<file path="src/rtl/key_pulse_gen_pkg.sv">
// -----------------------------------------------------------------------------
// key_pkg
// Shared constants for the direction-key front end (key_pulse_gen).
//   - Index of each direction inside the 4-bit key vectors.
//   - Arbitration priority list: rank 0 wins, rank KEY_NUM-1 loses.
// -----------------------------------------------------------------------------
package key_pkg;

    localparam int KEY_LEFT  = 0;
    localparam int KEY_RIGHT = 1;
    localparam int KEY_UP    = 2;
    localparam int KEY_DOWN  = 3;
    localparam int KEY_NUM   = 4;

    // Priority list packed as 2-bit key indices; field r holds the key of rank r.
    // Order: up > down > left > right.
    localparam int KEY_IDX_W = 2;
    localparam logic [KEY_NUM*KEY_IDX_W-1:0] KEY_PRIO = {
        2'(KEY_RIGHT),  // rank 3
        2'(KEY_LEFT),   // rank 2
        2'(KEY_DOWN),   // rank 1
        2'(KEY_UP)      // rank 0
    };

endpackage

</file>
<file path="src/rtl/key_pulse_gen_if.sv">
// -----------------------------------------------------------------------------
// key_pulse_gen_if
// Bundles the button inputs and the direction pulse / level outputs.
//   key_in     raw buttons, bit0 left, bit1 right, bit2 up, bit3 down
//   key_left   one-cycle press pulse
//   key_right  one-cycle press pulse
//   key_up     one-cycle press pulse
//   key_down   one-cycle press pulse
//   key_level  debounced pressed level per key, 1 = pressed
// Modports:
//   master  drives key_in, observes the outputs (board / testbench side)
//   slave   consumes key_in, drives the outputs (key_pulse_gen)
// -----------------------------------------------------------------------------
interface key_pulse_gen_if;
    import key_pkg::*;

    logic [KEY_NUM-1:0] key_in;
    logic               key_left;
    logic               key_right;
    logic               key_up;
    logic               key_down;
    logic [KEY_NUM-1:0] key_level;

    modport master (
        output key_in,
        input  key_left,
        input  key_right,
        input  key_up,
        input  key_down,
        input  key_level
    );

    modport slave (
        input  key_in,
        output key_left,
        output key_right,
        output key_up,
        output key_down,
        output key_level
    );

endinterface

</file>
<file path="src/rtl/key_pulse_gen_debounce.sv">
// -----------------------------------------------------------------------------
// key_debounce
// One key: 2-flop synchronizer, debounce counter, debounced level and a
// one-cycle-delayed copy of the level for edge detection.
//   clk            system clock
//   rst            asynchronous active-high reset (key treated as released)
//   pressed_i      raw key, already normalized to 1 = pressed
//   level_o        debounced level, 1 = pressed
//   level_prev_o   level_o delayed by one cycle
// A level change is accepted only after the synchronized input has differed
// from the current level for DB_CNT consecutive cycles.
// -----------------------------------------------------------------------------
module key_debounce #(
    parameter int DB_CNT = 1000000
) (
    input  logic clk,
    input  logic rst,
    input  logic pressed_i,
    output logic level_o,
    output logic level_prev_o
);

    localparam int CW = $clog2(DB_CNT);

    logic          s1_q;
    logic          s2_q;
    logic          level_q;
    logic          level_d;
    logic          level_prev_q;
    logic [CW-1:0] cnt_q;
    logic [CW-1:0] cnt_d;

    // Any return of s2 to the current level restarts the count, so a glitch
    // shorter than DB_CNT cycles can never reach the accept point.
    always_comb begin
        level_d = level_q;
        cnt_d   = cnt_q;
        if (s2_q == level_q) begin
            cnt_d = '0;
        end else if (cnt_q == CW'(DB_CNT - 1)) begin
            level_d = s2_q;
            cnt_d   = '0;
        end else begin
            cnt_d = cnt_q + 1'b1;
        end
    end

    always_ff @(posedge clk or posedge rst) begin
        if (rst) begin
            s1_q         <= 1'b0;
            s2_q         <= 1'b0;
            level_q      <= 1'b0;
            level_prev_q <= 1'b0;
            cnt_q        <= '0;
        end else begin
            s1_q         <= pressed_i;
            s2_q         <= s1_q;
            level_q      <= level_d;
            level_prev_q <= level_q;
            cnt_q        <= cnt_d;
        end
    end

    assign level_o      = level_q;
    assign level_prev_o = level_prev_q;

endmodule

</file>
<file path="src/rtl/key_pulse_gen.sv">
// -----------------------------------------------------------------------------
// key_pulse_gen
// Turns the four raw direction buttons into clean single-cycle direction
// pulses plus debounced key levels.
//   clk   system clock
//   rst   asynchronous active-high reset
//   kif   key_pulse_gen_if.slave:
//           key_in (raw buttons), key_left/right/up/down (one-cycle press
//           pulses), key_level (debounced levels, 1 = pressed)
// Per key: normalize polarity, synchronize, debounce, detect the rising edge.
// Simultaneous presses are arbitrated up > down > left > right; losers are
// dropped. All outputs come straight from flops.
// Optional build macro KEY_REPEAT_EN: while a key stays pressed, extra press
// events are generated REPEAT_DLY cycles after the accepted press and then
// every REPEAT_PER cycles. Without it REPEAT_DLY / REPEAT_PER are unused and
// no hold counters exist.
// -----------------------------------------------------------------------------
module key_pulse_gen
    import key_pkg::*;
#(
    parameter int DB_CNT      = 1000000,
    parameter int KEY_ACT_LOW = 1,
    parameter int REPEAT_DLY  = 25000000,
    parameter int REPEAT_PER  = 10000000
) (
    input  logic             clk,
    input  logic             rst,
    key_pulse_gen_if.slave   kif
);

    if (DB_CNT < 2 || REPEAT_DLY < 1 || REPEAT_PER < 1) begin : g_bad_param
        $error("key_pulse_gen: DB_CNT must be >= 2, REPEAT_DLY/REPEAT_PER >= 1");
    end

    logic [KEY_NUM-1:0] pressed;
    logic [KEY_NUM-1:0] level;
    logic [KEY_NUM-1:0] level_prev;
    logic [KEY_NUM-1:0] edge_raw;
    logic [KEY_NUM-1:0] press_raw;
    logic [KEY_NUM-1:0] grant;
    logic [KEY_NUM-1:0] pulse_q;

    assign pressed = (KEY_ACT_LOW != 0) ? ~kif.key_in : kif.key_in;

    for (genvar k = 0; k < KEY_NUM; k++) begin : g_key
        key_debounce #(
            .DB_CNT (DB_CNT)
        ) u_db (
            .clk          (clk),
            .rst          (rst),
            .pressed_i    (pressed[k]),
            .level_o      (level[k]),
            .level_prev_o (level_prev[k])
        );
    end

    assign edge_raw = level & ~level_prev;

`ifdef KEY_REPEAT_EN
    localparam int RPT_MAX = (REPEAT_DLY > REPEAT_PER) ? REPEAT_DLY : REPEAT_PER;
    localparam int RW      = $clog2(RPT_MAX + 1);

    logic [RW-1:0]      hold_q [KEY_NUM];
    logic [RW-1:0]      hold_d [KEY_NUM];
    logic [KEY_NUM-1:0] periodic_q;
    logic [KEY_NUM-1:0] periodic_d;
    logic [KEY_NUM-1:0] rep_fire;

    // hold counts cycles since the accepted press (phase 0) or since the last
    // repeat (phase 1); it is held at 0 whenever the key is released.
    always_comb begin
        for (int k = 0; k < KEY_NUM; k++) begin
            rep_fire[k]   = level[k] &&
                            (hold_q[k] == (periodic_q[k] ? RW'(REPEAT_PER) : RW'(REPEAT_DLY)));
            hold_d[k]     = hold_q[k] + 1'b1;
            periodic_d[k] = periodic_q[k];
            if (!level[k]) begin
                hold_d[k]     = '0;
                periodic_d[k] = 1'b0;
            end else if (rep_fire[k]) begin
                hold_d[k]     = RW'(1);
                periodic_d[k] = 1'b1;
            end
        end
    end

    always_ff @(posedge clk or posedge rst) begin
        if (rst) begin
            for (int k = 0; k < KEY_NUM; k++) begin
                hold_q[k] <= '0;
            end
            periodic_q <= '0;
        end else begin
            for (int k = 0; k < KEY_NUM; k++) begin
                hold_q[k] <= hold_d[k];
            end
            periodic_q <= periodic_d;
        end
    end

    assign press_raw = edge_raw | rep_fire;
`else
    assign press_raw = edge_raw;
`endif

    // Walk from lowest to highest rank so the highest-ranked request wins.
    always_comb begin
        grant = '0;
        for (int r = KEY_NUM - 1; r >= 0; r--) begin
            if (press_raw[KEY_PRIO[r*KEY_IDX_W +: KEY_IDX_W]]) begin
                grant = '0;
                grant[KEY_PRIO[r*KEY_IDX_W +: KEY_IDX_W]] = 1'b1;
            end
        end
    end

    always_ff @(posedge clk or posedge rst) begin
        if (rst) begin
            pulse_q <= '0;
        end else begin
            pulse_q <= grant;
        end
    end

    assign kif.key_left  = pulse_q[KEY_LEFT];
    assign kif.key_right = pulse_q[KEY_RIGHT];
    assign kif.key_up    = pulse_q[KEY_UP];
    assign kif.key_down  = pulse_q[KEY_DOWN];
    assign kif.key_level = level;

endmodule

</file>
<file path="src/flat_wrapper.sv">
// flat-port wrapper written by rule: the top's interface ports become plain ports
module key_pulse_gen_flat import key_pkg::*;
#(
    parameter int DB_CNT      = 1000000,
    parameter int KEY_ACT_LOW = 1,
    parameter int REPEAT_DLY  = 25000000,
    parameter int REPEAT_PER  = 10000000
)
  (clk, rst, kif_key_in, kif_key_left, kif_key_right, kif_key_up, kif_key_down, kif_key_level);
  key_pulse_gen_if kif_i ();
  input  logic clk;
  input  logic rst;
  input wire logic [$bits(kif_i.key_in)-1:0] kif_key_in;
  output wire logic [$bits(kif_i.key_left)-1:0] kif_key_left;
  output wire logic [$bits(kif_i.key_right)-1:0] kif_key_right;
  output wire logic [$bits(kif_i.key_up)-1:0] kif_key_up;
  output wire logic [$bits(kif_i.key_down)-1:0] kif_key_down;
  output wire logic [$bits(kif_i.key_level)-1:0] kif_key_level;
  assign kif_i.key_in = kif_key_in;
  assign kif_key_left = kif_i.key_left;
  assign kif_key_right = kif_i.key_right;
  assign kif_key_up = kif_i.key_up;
  assign kif_key_down = kif_i.key_down;
  assign kif_key_level = kif_i.key_level;
  key_pulse_gen #(.DB_CNT(DB_CNT), .KEY_ACT_LOW(KEY_ACT_LOW), .REPEAT_DLY(REPEAT_DLY), .REPEAT_PER(REPEAT_PER)) u_core (.clk(clk), .rst(rst), .kif(kif_i));
endmodule
</file>
<file path="config.mk">
export PLATFORM = sky130hd
export DESIGN_NAME = key_pulse_gen_flat
export DESIGN_NICKNAME = d
export VERILOG_FILES = /design/src/rtl/key_pulse_gen_pkg.sv /design/src/rtl/key_pulse_gen_if.sv /design/src/rtl/key_pulse_gen_debounce.sv /design/src/rtl/key_pulse_gen.sv /design/src/flat_wrapper.sv
export SDC_FILE = /design/constraint.sdc
export NUM_CORES = 1
export LEC_CHECK = 0
export CORE_ASPECT_RATIO = 1.2
export CORE_MARGIN = 5
export CORE_UTILIZATION = 29
export DETAILED_ROUTE_END_ITERATION = 16
export SYNTH_ARGS = -nofsm -noshare
export SYNTH_HDL_FRONTEND = slang
export SYNTH_SLANG_ARGS = --single-unit
export TNS_END_PERCENT = 100
</file>
<file path="constraint.sdc">
create_clock -name clk -period 4 [get_ports clk]
set_input_delay 0.4 -clock clk [delete_from_list [all_inputs] [get_ports clk]]
set_output_delay 0.4 -clock clk [all_outputs]
set_load 0.02 [all_outputs]
</file>
==> qor.yml, run 1 <==
final_layout:
  nets: 490
  multi_input_area_sq_um: 2040
  drive_gt1_frac: 0.0660
  final_cells: 697
  regArea_sq_um: 2500
  nFillCells: 1657
  synthToLayoutAreaGrowth_pct: 15.4
  final_core_util: 0.336
  n_antenna_cell: 0
placement:
  hpwl_mm: 6.02
  io_buffer_count: 13
  gp_congestion: 0.834
  dpl.cell_count: 681
  pre_cts_slack_ps: 1790
power_and_ir_drop:
  power.share.clock: 0.480
  powerDensity_nw_per_um2: 391
  switching_share: 0.211
  seqPwrFrac: 0.491
  leakage_nw: 2.12
  p_sw_uw: 446
  internal_power_mw: 1.67
  peakVddDrop_mv: 0.216
  combPwrFrac: 0.029
clock_tree:
  cts_root_buffer: "clkbuf_16"
  postCtsHoldBufs: 0
  clock-sinks: 100
  cts_resized: 0
  htreeDepth: 3
  cts_buffer_depth: 2
  postCtsSetupBuffers: 0
  cts_tree: "yes"
  cts.clk_slew.worst_paths_ps: 70
  cts_buffers: 9
  insertion_delay_ps: 350
critical_path:
  critPathArrivalTime_ps: 2410
  worst-path-buf-inv: 0
  worstRegToRegCells: 5
  slowest_delay_ps: 640
  critPathTopFamily: "simple AND/OR/NAND/NOR gates"
  crit_chain: "ha_1 > nand3_1 > or4_4 > o21ai_4 > nor2_1"
  cp.required_ps: 4210
  setup.worst_path.end_class: "flip-flop"
  worst-path-stages: 5
  crit_type: "reg2reg"
  path_max_fanout: 18
  crit_slowest_cell: "or4_4"
  cp-start-kind: "flip-flop"
sta:
  setup_ws_ps: 1800
  fin_crit_sh: 0.551
  worstMarginPinSlew_ps: 754
  clock_skew_ps: 7.16
  max_freq_mhz: 454
  min_period_ps: 2200
  setup_viol: 0
  final_max_slew_viol_count: 0
  hold_violations: 0
  setup_tns_ps: 0
  rsz0062_at_grt: "false"
  relSlewSlack: 0.498
yosys:
  async_reset_ff_frac: 1.00
  ys.flop_type: "dfrtp_1"
  synth_top_family_by_area: "simple AND/OR/NAND/NOR gates"
  synth_edf_count: 0
  yosys_warnings: 0
  yosysUniqueCellTypes: 38
  yosys.area_share.simple: 0.247
  syn-cell-area_sq_um: 4680
  synth-seq-cells: 100
  syn_avg_cell_area_sq_um: 10.1
  ys_seq_area_frac: 0.534
  synth_compound_area_frac: 0.0537
  synthXorXnorAreaFrac: 0.108
  synth-adder-area-share: 0.0107
  synthCells: 463
  synth_nets: 473
  synthMuxAreaShare: 0.0139
floorplanning:
  io_pins: 14
  rows: 51
  die-height_microns: 149
  dieArea_sq_um: 18800
  fp.coreArea_sq_um: 16100
  start_util: 0.291
  die_w_microns: 126
global_route:
  antenna_found_initial: 0
  grt_max_degree: 47
  first_global_vias: 3329
  grt_pass1_wl_mm: 15.4
  grtUsageTotal: 0.0981
  grt_overflow: 0
route:
  antenna_left: 0
  totalWireLength_mm: 8.70
  routedWlPerCell_microns: 12.5
  drc_errors: 0
  drt_iter0_markers: 216
  drt-vias-per-instance: 4.78
  vias: 3332
  firstDrtPassIters: 4
outcome:
  status: "finished, final reports clean"
worst_hold_path:
  holdPathStages: 0
  hp-class: "reg2reg"
flow_run:
  drv_cap: 0
==> state kept, by name, summed over array words and instances, names as in the netlist <==
signal,count
u_core.g_key.u_db.s1_q,4
u_core.g_key.u_db.level_o,4
u_core.pulse_q,4
u_core.g_key.u_db.level_prev_o,4
u_core.g_key.u_db.cnt_q,80
u_core.g_key.u_db.s2_q,4
==> routing by layer <==
metal | vias to the layer above | wire [microns] | track usage
met5 | - | 0 | 0
met4 | 0 | 203 | 0.0472
met3 | 13 | 253 | 0.0204
met2 | 51 | 4090 | 0.155
met1 | 1621 | 4150 | 0.129
li1 | 1647 | - | -
==> final timing paths <==
kind                                                      endpoint  slack [ps]                                    start
max in group asynchronous      u_core.g_key[1].u_db.s2_q$_DFF_PP0_        2780                                      rst
max reg2reg                u_core.g_key[3].u_db.cnt_q[4]$_DFF_PP0_        1800  u_core.g_key[3].u_db.cnt_q[0]$_DFF_PP0_
min in group asynchronous  u_core.g_key[0].u_db.cnt_q[3]$_DFF_PP0_         460                                      rst
min                            u_core.g_key[0].u_db.s2_q$_DFF_PP0_         350      u_core.g_key[0].u_db.s1_q$_DFF_PP0_
max                        u_core.g_key[3].u_db.cnt_q[4]$_DFF_PP0_        1800  u_core.g_key[3].u_db.cnt_q[0]$_DFF_PP0_
min reg2reg                    u_core.g_key[0].u_db.s2_q$_DFF_PP0_         350      u_core.g_key[0].u_db.s1_q$_DFF_PP0_
==> cell usage in the layout, fill, tap and decap left out, drive strengths merged, types with 13 or more instances in the layout <==
| cell type | instances |
|---|---|
| dfrtp | 100 |
| a21oi | 16 |
| nand4 | 19 |
| nor3 | 16 |
| nand3 | 31 |
| xor2 | 16 |
| clkdlybuf4s50 | 13 |
| xnor2 | 42 |
| inv | 26 |
| nor4 | 17 |
| nand2 | 20 |
| nor2 | 72 |
==> layout make-up <==
cell class / count / share of cell area
Inverter: 22 / 0.0157
Multi-Input combinational cell: 330 / 0.377
Timing Repair Buffer: 17 / 0.0296
Clock buffer: 9 / 0.0417
Clock inverter: 7 / 0.0236
Tap cell: 212 / 0.0491
Sequential cell: 100 / 0.463
==> cell families (layout without fill, tap and decap cells) <==
kind of cell / after synthesis / after routing
AO/OA/AOI/OAI: 38 / 38
XOR/XNOR: 58 / 58
adder cells (fa/ha/maj): 4 / 4
buffers and inverters: 33 / 55
flip-flops: 100 / 100
multiplexers: 6 / 6
AND/OR/NAND/NOR: 224 / 224
==> Yosys cell counts, types with 2 or more instances <==
| library cell | n | area share |
|---|---|---|
| dfrtp_1 | 100 | 0.53 |
| nor2_1 | 72 | 0.058 |
| xnor2_1 | 42 | 0.079 |
| nand3_1 | 31 | 0.033 |
| inv_1 | 22 | 0.018 |
| nand2_1 | 20 | 0.016 |
| nand4_1 | 19 | 0.025 |
| nor4_1 | 17 | 0.023 |
| a21oi_1 | 16 | 0.017 |
| nor3_1 | 16 | 0.017 |
| xor2_1 | 16 | 0.030 |
| and3_1 | 10 | 0.013 |
| or3_1 | 10 | 0.013 |
| o21ai_0 | 9 | 0.0096 |
| o31ai_1 | 9 | 0.014 |
| or4_1 | 9 | 0.014 |
| buf_4 | 4 | 0.0064 |
| clkbuf_1 | 4 | 0.0032 |
| ha_1 | 4 | 0.011 |
| mux2_2 | 4 | 0.0096 |
| and2_1 | 3 | 0.0040 |
| nor2b_1 | 3 | 0.0040 |
| nor4b_1 | 3 | 0.0056 |
| and4_1 | 2 | 0.0037 |
| buf_2 | 2 | 0.0021 |
| mux2i_1 | 2 | 0.0043 |
| nand2b_1 | 2 | 0.0027 |
| nand4b_1 | 2 | 0.0037 |
==> per-stage QoR <==
stage	hold WS, ps	power, mW	area, sq um
final	350	2.11	5400
after global routing	363	2.19	5400
after CTS	350	2.15	5400
after detailed placement	335	1.12	5050
after global placement	333	1.12	5050
after floorplan	331	1.10	4680
==> worst reg2reg max path, delay by kind of cell, from the launching register on <==
kind	cells	cell delay, ps
simple gates	3	1020
flops	1	400
compound gates	1	440
fa+ha+maj	1	210
==> power by group through the flow <==
stage,Sequential (mW),Combinational [mW],Clock [mW]
6_report,1.04,0.0612,1.01
5_1_grt,1.04,0.0726,1.08
4_1_cts,1.04,0.0643,1.05
3_5_place_dp,1.06,0.0639,0
3_3_place_gp,1.06,0.0618,0
2_1_floorplan,1.05,0.0449,0
Power figures use the tool's default switching activity.
==> run 2, diff against run 1 <==
==> constraint.sdc (replaced) <==
create_clock -name clk -period 2.1 [get_ports clk]
set_input_delay 0.21 -clock clk [delete_from_list [all_inputs] [get_ports clk]]
set_output_delay 0.21 -clock clk [all_outputs]
set_load 0.02 [all_outputs]
==> qor.yml, run 2 (synthesized netlist as in run 1, its figures left out) <==
sta:
  relSlewSlack: 0.648
  setup_ws_ps: 94.7
  rsz0062_at_grt: "false"
  clock_skew_ps: 5.52
  min_period_ps: 2010
  setup_viol: 0
  max_freq_mhz: 499
  setup_tns_ps: 0
  fin_crit_sh: 0.955
  final_max_slew_viol_count: 0
  hold_violations: 0
  worstMarginPinSlew_ps: 528
floorplanning:
  start_util: 0.291
  die-height_microns: 149
  fp.coreArea_sq_um: 16100
  io_pins: 14
  dieArea_sq_um: 18800
  rows: 51
  die_w_microns: 126
placement:
  gp_congestion: 0.824
  pre_cts_slack_ps: 67.3
  io_buffer_count: 13
  hpwl_mm: 5.94
  post_dp_cell_area_sq_um: 5200
  dpl.cell_count: 698
power_and_ir_drop:
  combPwrFrac: 0.033
  peakVddDrop_mv: 0.381
  p_sw_uw: 809
  internal_power_mw: 2.98
  seqPwrFrac: 0.521
  power.share.clock: 0.445
  switching_share: 0.214
  powerDensity_nw_per_um2: 686
  leakage_nw: 2.19
final_layout:
  largest-register: "u_core.g_key.u_db.cnt_q"
  final_common_cell: "dfrtp_1"
  final_cells: 714
  fin_area_sq_um: 5520
  n_antenna_cell: 0
  nets: 507
  drive_gt1_frac: 0.102
  synthToLayoutAreaGrowth_pct: 17.9
  largest_reg_flops: 80
  final_core_util: 0.343
  final_cell_mix: "dfrtp_1, nor2_1, xnor2_1"
route:
  routedWlPerCell_microns: 12.4
  vias: 3399
  drt_iter0_markers: 172
  totalWireLength_mm: 8.87
  drc_errors: 0
  firstDrtPassIters: 5
  drt-vias-per-instance: 4.76
  antenna_left: 0
global_route:
  antenna_found_initial: 0
  first_global_vias: 3410
  grt_max_degree: 101
  grt_pass1_wl_mm: 15.5
  grtUsageTotal: 0.0987
  grt_overflow: 0
critical_path:
  crit_type: "reg2reg"
  critPathArrivalTime_ps: 2240
  worstRegToRegCells: 4
  cp-startpoint: "u_core.g_key[3].u_db.cnt_q[12]$_DFF_PP0_"
  worst-path-stages: 4
  crit_chain: "or4_1 > or4_4 > nor2_2 > mux2_2"
  crit_slowest_cell: "or4_1"
  r2r-start: "u_core.g_key[3].u_db.cnt_q[12]$_DFF_PP0_"
  cp.required_ps: 2330
  worst-path-buf-inv: 0
  cp-start-kind: "flip-flop"
  slowest_delay_ps: 520
  path_max_fanout: 2
  r2r-end: "u_core.g_key[3].u_db.level_o$_DFFE_PP0P_"
  setup.worst_path.end_class: "flip-flop"
  reg2reg_slack_ps: 90
  critPathTopFamily: "simple AND/OR/NAND/NOR gates"
clock_tree:
  postCtsSetupBuffers: 0
  cts_buffer_depth: 2
  htreeDepth: 3
  cts_tree: "yes"
  cts_root_buffer: "clkbuf_16"
  clock-sinks: 100
  insertion_delay_ps: 350
  cts.clk_slew.worst_paths_ps: 60
  cts_buffers: 9
worst_hold_path:
  holdPathStages: 2
  min_from: "kif_key_in[0]"
  hold_end: "u_core.g_key[0].u_db.s1_q$_DFF_PP0_"
  hp-class: "in2reg"
flow_run:
  drv_cap: 0
outcome:
  status: "finished, final reports clean"
## run 2: cell count changes in the layout (fill, tap and decap cells not counted), moves of 2 or more
cell / delta
buf_12: +2
buf_4: +15
bufinv_16: -2
clkbuf_8: +2
clkinv_2: +2
clkinvlp_4: +2
inv_6: -3
## run 2: layer usage
layer | vias to the layer above | GRT usage | wire [microns]
met5 | - | 0 | 0
met4 | 0 | 0.0488 | 190
met3 | 13 | 0.0218 | 280
met2 | 43 | 0.159 | 4250
met1 | 1657 | 0.125 | 4150
li1 | 1686 | - | -
## run 2: timing repair
item	4_1_cts	5_1_grt
hold buffers	0	0
setup endpoints to repair	0	2
gates resized for setup	0	3
## run 2: worst max path at each step
| stage | slack, ps | to |
|---|---|---|
| after detailed placement | 70 | u_core.g_key[3].u_db.level_o$_DFFE_PP0P_ |
| after global routing | 4 | u_core.g_key[3].u_db.level_o$_DFFE_PP0P_ |
| after global placement | 90 | u_core.g_key[3].u_db.level_o$_DFFE_PP0P_ |
| after floorplan | 20 | u_core.g_key[3].u_db.level_o$_DFFE_PP0P_ |
| after CTS | 60 | u_core.g_key[3].u_db.level_o$_DFFE_PP0P_ |
| final | 90 | u_core.g_key[3].u_db.level_o$_DFFE_PP0P_ |
## run 2: power groups by stage
stage	Clock (mW)	Sequential [mW]	Combinational (mW)
5_1_grt	1.80	1.98	0.150
4_1_cts	1.75	1.98	0.133
3_5_place_dp	0	2.01	0.132
2_1_floorplan	0	2.01	0.0860
6_report	1.69	1.98	0.127
3_3_place_gp	0	2.01	0.127
## run 2: layout make-up
cell class / count / area, sq um
multi-input cells: 330 / 2050
clock buffers: 12 / 256
flip-flops and latches: 100 / 2500
repair buffers: 34 / 313
well taps: 212 / 265
inverters: 22 / 86.3
clock inverters: 4 / 47.5
fillers: 1641 / 10600
## run 2: through the flow
stage	power (mW)	hold WS, ps
global placement	2.14	335
finish	3.79	338
global route	3.93	349
CTS	3.86	327
floorplan	2.09	269
detailed placement	2.14	336
==> patch 1 (settings of run 2) <==
The package constant `KEY_IDX_W` goes from 2 to 3.
--- a/src/rtl/key_pulse_gen_pkg.sv
+++ b/src/rtl/key_pulse_gen_pkg.sv
@@ -14,7 +14,7 @@
 
     // Priority list packed as 2-bit key indices; field r holds the key of rank r.
     // Order: up > down > left > right.
-    localparam int KEY_IDX_W = 2;
+    localparam int KEY_IDX_W = 3;
     localparam logic [KEY_NUM*KEY_IDX_W-1:0] KEY_PRIO = {
         2'(KEY_RIGHT),  // rank 3
         2'(KEY_LEFT),   // rank 2
Behaviour: same outputs for any inputs over 10 cycles, from zero or initial values and one cycle with rst high; that may be too few to reach the edited logic, so the function may still have changed.
==> patch 1 against run 2 <==
  * Area after synthesis down 2.5%
  * Die area down 2.3%
  * Synthesized cell count down 1.3%
  * Sequential cell count down 4
  * Design area down 2.4%
  * Setup slack worse by 27 ps
  * Routed wire length down 3.8%
  * Fmax down 1.4%
  * Power up 0.41%
  * Sequential power down 4%
  * Critical endpoint is now u_core.g_key[3].u_db.cnt_q[17]
  * Largest power group unchanged
==> patch 1: results (changes against run 2) <==
Status: completed (unchanged)
Cell-internal power: 3.00 mW (was 2.98 mW)
DR WL met2: 4150 um (was 4250 um)
Non-CTS buffers: 35 (was 34)
Clk cell area share: 0.0610 (was 0.0551)
Clock Power Share: 0.467 (was 0.445)
Mux cell area share after synthesis: 0.0143 (was 0.0139)
Leak Pwr: 2.17 nW (was 2.19 nW)
Post-place setup slack: 30.8 ps (was 67.3 ps)
Utilization after layout: 0.348 (was 0.343)
Vias in the first global route: 3346 (was 3410)
Avg Inst Size Synth: 9.99 um2 (was 10.1 um2)
Initial DRC Count: 193 (was 172)
Vias: 3394 (was 3399)
HP Class: reg2reg (was in2reg)
Clock buffers: 10 (was 12)
M1 WL: 3960 um (was 4150 um)
I/O Buffers: 11 (was 13)
Multi-input logic portion of the cell area: 0.376 (was 0.371)
Inst Count DP: 684 (was 698)
GR met1 Demand/Resource: 0.122 (was 0.125)
Setup WS post-layout: 67.2 ps (was 94.7 ps)
Crit-path max cell delay: 570 ps (was 520 ps)
Nets@finish: 497 (was 507)
DP HPWL: 5870 um (was 5940 um)
GR Util met3: 0.0202 (was 0.0218)
Clock sink count: 96 (was 100)
Psw: 0.807 mW (was 0.809 mW)
Grt met2 use: 0.159 (about the same)
Commonest cells in the netlist: dfrtp_1 (96), nor2_1 (67), nand3_1 (30), xnor2_1 (28), xor2_1 (26) (was dfrtp_1 (100), nor2_1 (72), xnor2_1 (42), nand3_1 (31), inv_1 (22))
Met3 wire length: 246 um (was 280 um)
Largest net degree at the start of global routing: 97 (was 101)
Placed Area: 5040 um2 (was 5200 um2)
Data buffer area share: 0.0576 (was 0.0567)
Worst-path maximum fanout: 12 (was 2)
Seq/Total Area, Yosys: 0.526 (was 0.534)
Number of non-clock inverters in the layout: 15 (was 22)
patch 1: changes by cell type in the layout (fill, tap and decap cells not counted), moves of 5 or more:
cell / change
inv_1: -7
nand2_1: +5
nor2_1: -6
nor4_1: -7
xnor2_1: -14
xor2_1: +10
patch 1: worst min path at each step:
| stage | slack [ps] | depth (start not counted) | start | to |
|---|---|---|---|---|
| floorplan | 270 | 1 | kif_key_in[0] | u_core.g_key[0].u_db.s1_q |
| global placement | 340 | 0 | u_core.g_key[1].u_db.s1_q | u_core.g_key[1].u_db.s2_q |
| detailed placement | 340 | 0 | u_core.g_key[3].u_db.s1_q | u_core.g_key[3].u_db.s2_q |
| CTS | 350 | 2 | kif_key_in[1] | u_core.g_key[1].u_db.s1_q |
| global route | 350 | 0 | u_core.g_key[1].u_db.s1_q | u_core.g_key[1].u_db.s2_q |
| finish | 340 | 0 | u_core.g_key[1].u_db.s1_q | u_core.g_key[1].u_db.s2_q |
==> patch 2 (settings of run 2) <==
Made on the original files. The option `KEY_REPEAT_EN` is turned on by a define.
--- a/src/rtl/key_pulse_gen.sv
+++ b/src/rtl/key_pulse_gen.sv
@@ -15,6 +15,8 @@
 // every REPEAT_PER cycles. Without it REPEAT_DLY / REPEAT_PER are unused and
 // no hold counters exist.
 // -----------------------------------------------------------------------------
+`define KEY_REPEAT_EN
+
 module key_pulse_gen
     import key_pkg::*;
 #(
Check against the original RTL: same outputs for any inputs over 10 cycles, from zero or initial values and one cycle with rst high; that may be too few to reach the edited logic, so the function may still have changed.
==> patch 2 against run 2 <==
  * Global-route usage grew 0.58 points
  * Setup slack gained 29 ps
  * Combinational power grew 32%
  * Routed wire length grew 110%
  * Count of clock-buffer cells in the layout grew 22
  * Power grew 110%
  * Cell count grew 110%
  * Sequential cell count grew 104
  * Design area grew 110%
  * Synthesized cell count grew 120%
  * Worst hold slack lost 140 ps
  * Area after synthesis grew 110%
==> patch 2: results (changes against run 2) <==
Synth top area cells: dfrtp_1 (51%), xor2_1 (8.8%), nor2_1 (7.6%) (was dfrtp_1 (53%), xnor2_1 (7.9%), nor2_1 (5.8%))
Worst R2R End: u_core.pulse_q[3] (was u_core.g_key[3].u_db.level_o)
Drt pass-1 iters: 7 (was 5)
Worst-path maximum fanout: 8 (was 2)
First-pass GRT wire length: 34000 um (was 15500 um)
Syn Nets: 1020 (was 473)
Hold WS: 193 ps (was 338 ps)
Initial DRC Count: 392 (was 172)
DP HPWL: 13100 um (was 5940 um)
Placed Area: 10800 um2 (was 5200 um2)
Status: completed (unchanged)
Cts bufs inserted: 23 (was 9)
Filler cell count: 3477 (was 1641)
Worst Setup EP: kif_key_level[1] (was u_core.g_key[3].u_db.level_o)
Comb_multi_in: 740 (was 330)
Critical Path AT: 1770 ps (was 2240 ps)
Total wire length: 19100 um (was 8870 um)
Data buffer area share: 0.0415 (was 0.0567)
Largest net degree at the start of global routing: 62 (was 101)
Commonest cells in the netlist: dfrtp_1 (204), nor2_1 (200), xor2_1 (100), nand2_1 (68), xnor2_1 (65) (was dfrtp_1 (100), nor2_1 (72), xnor2_1 (42), nand3_1 (31), inv_1 (22))
Compound-Gate Fraction of Synth Area: 0.0176 (was 0.0537)
Post-place setup slack: 77.3 ps (was 67.3 ps)
Non-CTS buffers: 51 (was 34)
XOR/XNOR Fraction of Synth Area: 0.146 (was 0.108)
Mux cell area share after synthesis: 0.00454 (was 0.0139)
Number of non-clock inverters in the layout: 32 (was 22)
Later-pin clock latency in the skew report: 500 ps (was 350 ps)
Tot GR Track Use: 0.105 (was 0.0987)
Clk_skew: 8.01 ps (was 5.52 ps)
Clk cell area share: 0.0634 (was 0.0551)
Number of synthesized register bits: 204 (was 100)
CP max stage cell: clkdlybuf4s50_1 (was or4_1)
Vias in the first global route: 7171 (was 3410)
[patch 2: cells by family after synthesis]
group	count (synthesis)
compound gates	25
xor+xnor	165
fa+ha+maj	12
buf+inv	58
flops	204
mux	4
simple gates	534
[patch 2: metrics by stage]
stage | cells | power (mW) | TNS, ps | utilization
global placement | 1483 | 4.23 | 0 | 0.318
detailed placement | 1483 | 4.23 | 0 | 0.318
floorplan | 1002 | 4.17 | -153870 | -
finish | 1522 | 8.08 | 0 | 0.342
CTS | 1522 | 8.26 | 0 | 0.340
global route | 1522 | 8.45 | 0 | 0.342
[patch 2: where the power goes]
part / total [mW] / internal (mW) / switching, mW
Combinational: 0.168 / 0.0479 / 0.120
Clock: 3.93 / 2.40 / 1.53
Sequential: 3.98 / 3.96 / 0.0223
Total: 8.08 / 6.41 / 1.67
[patch 2: layer usage]
layer  routed length [um]  track usage  vias up
met5                    0            0        -
met4                  421       0.0360        0
met3                  567       0.0151       27
met2                 9350        0.179       62
met1                 8710        0.135     3429
li1                     -            -     3510
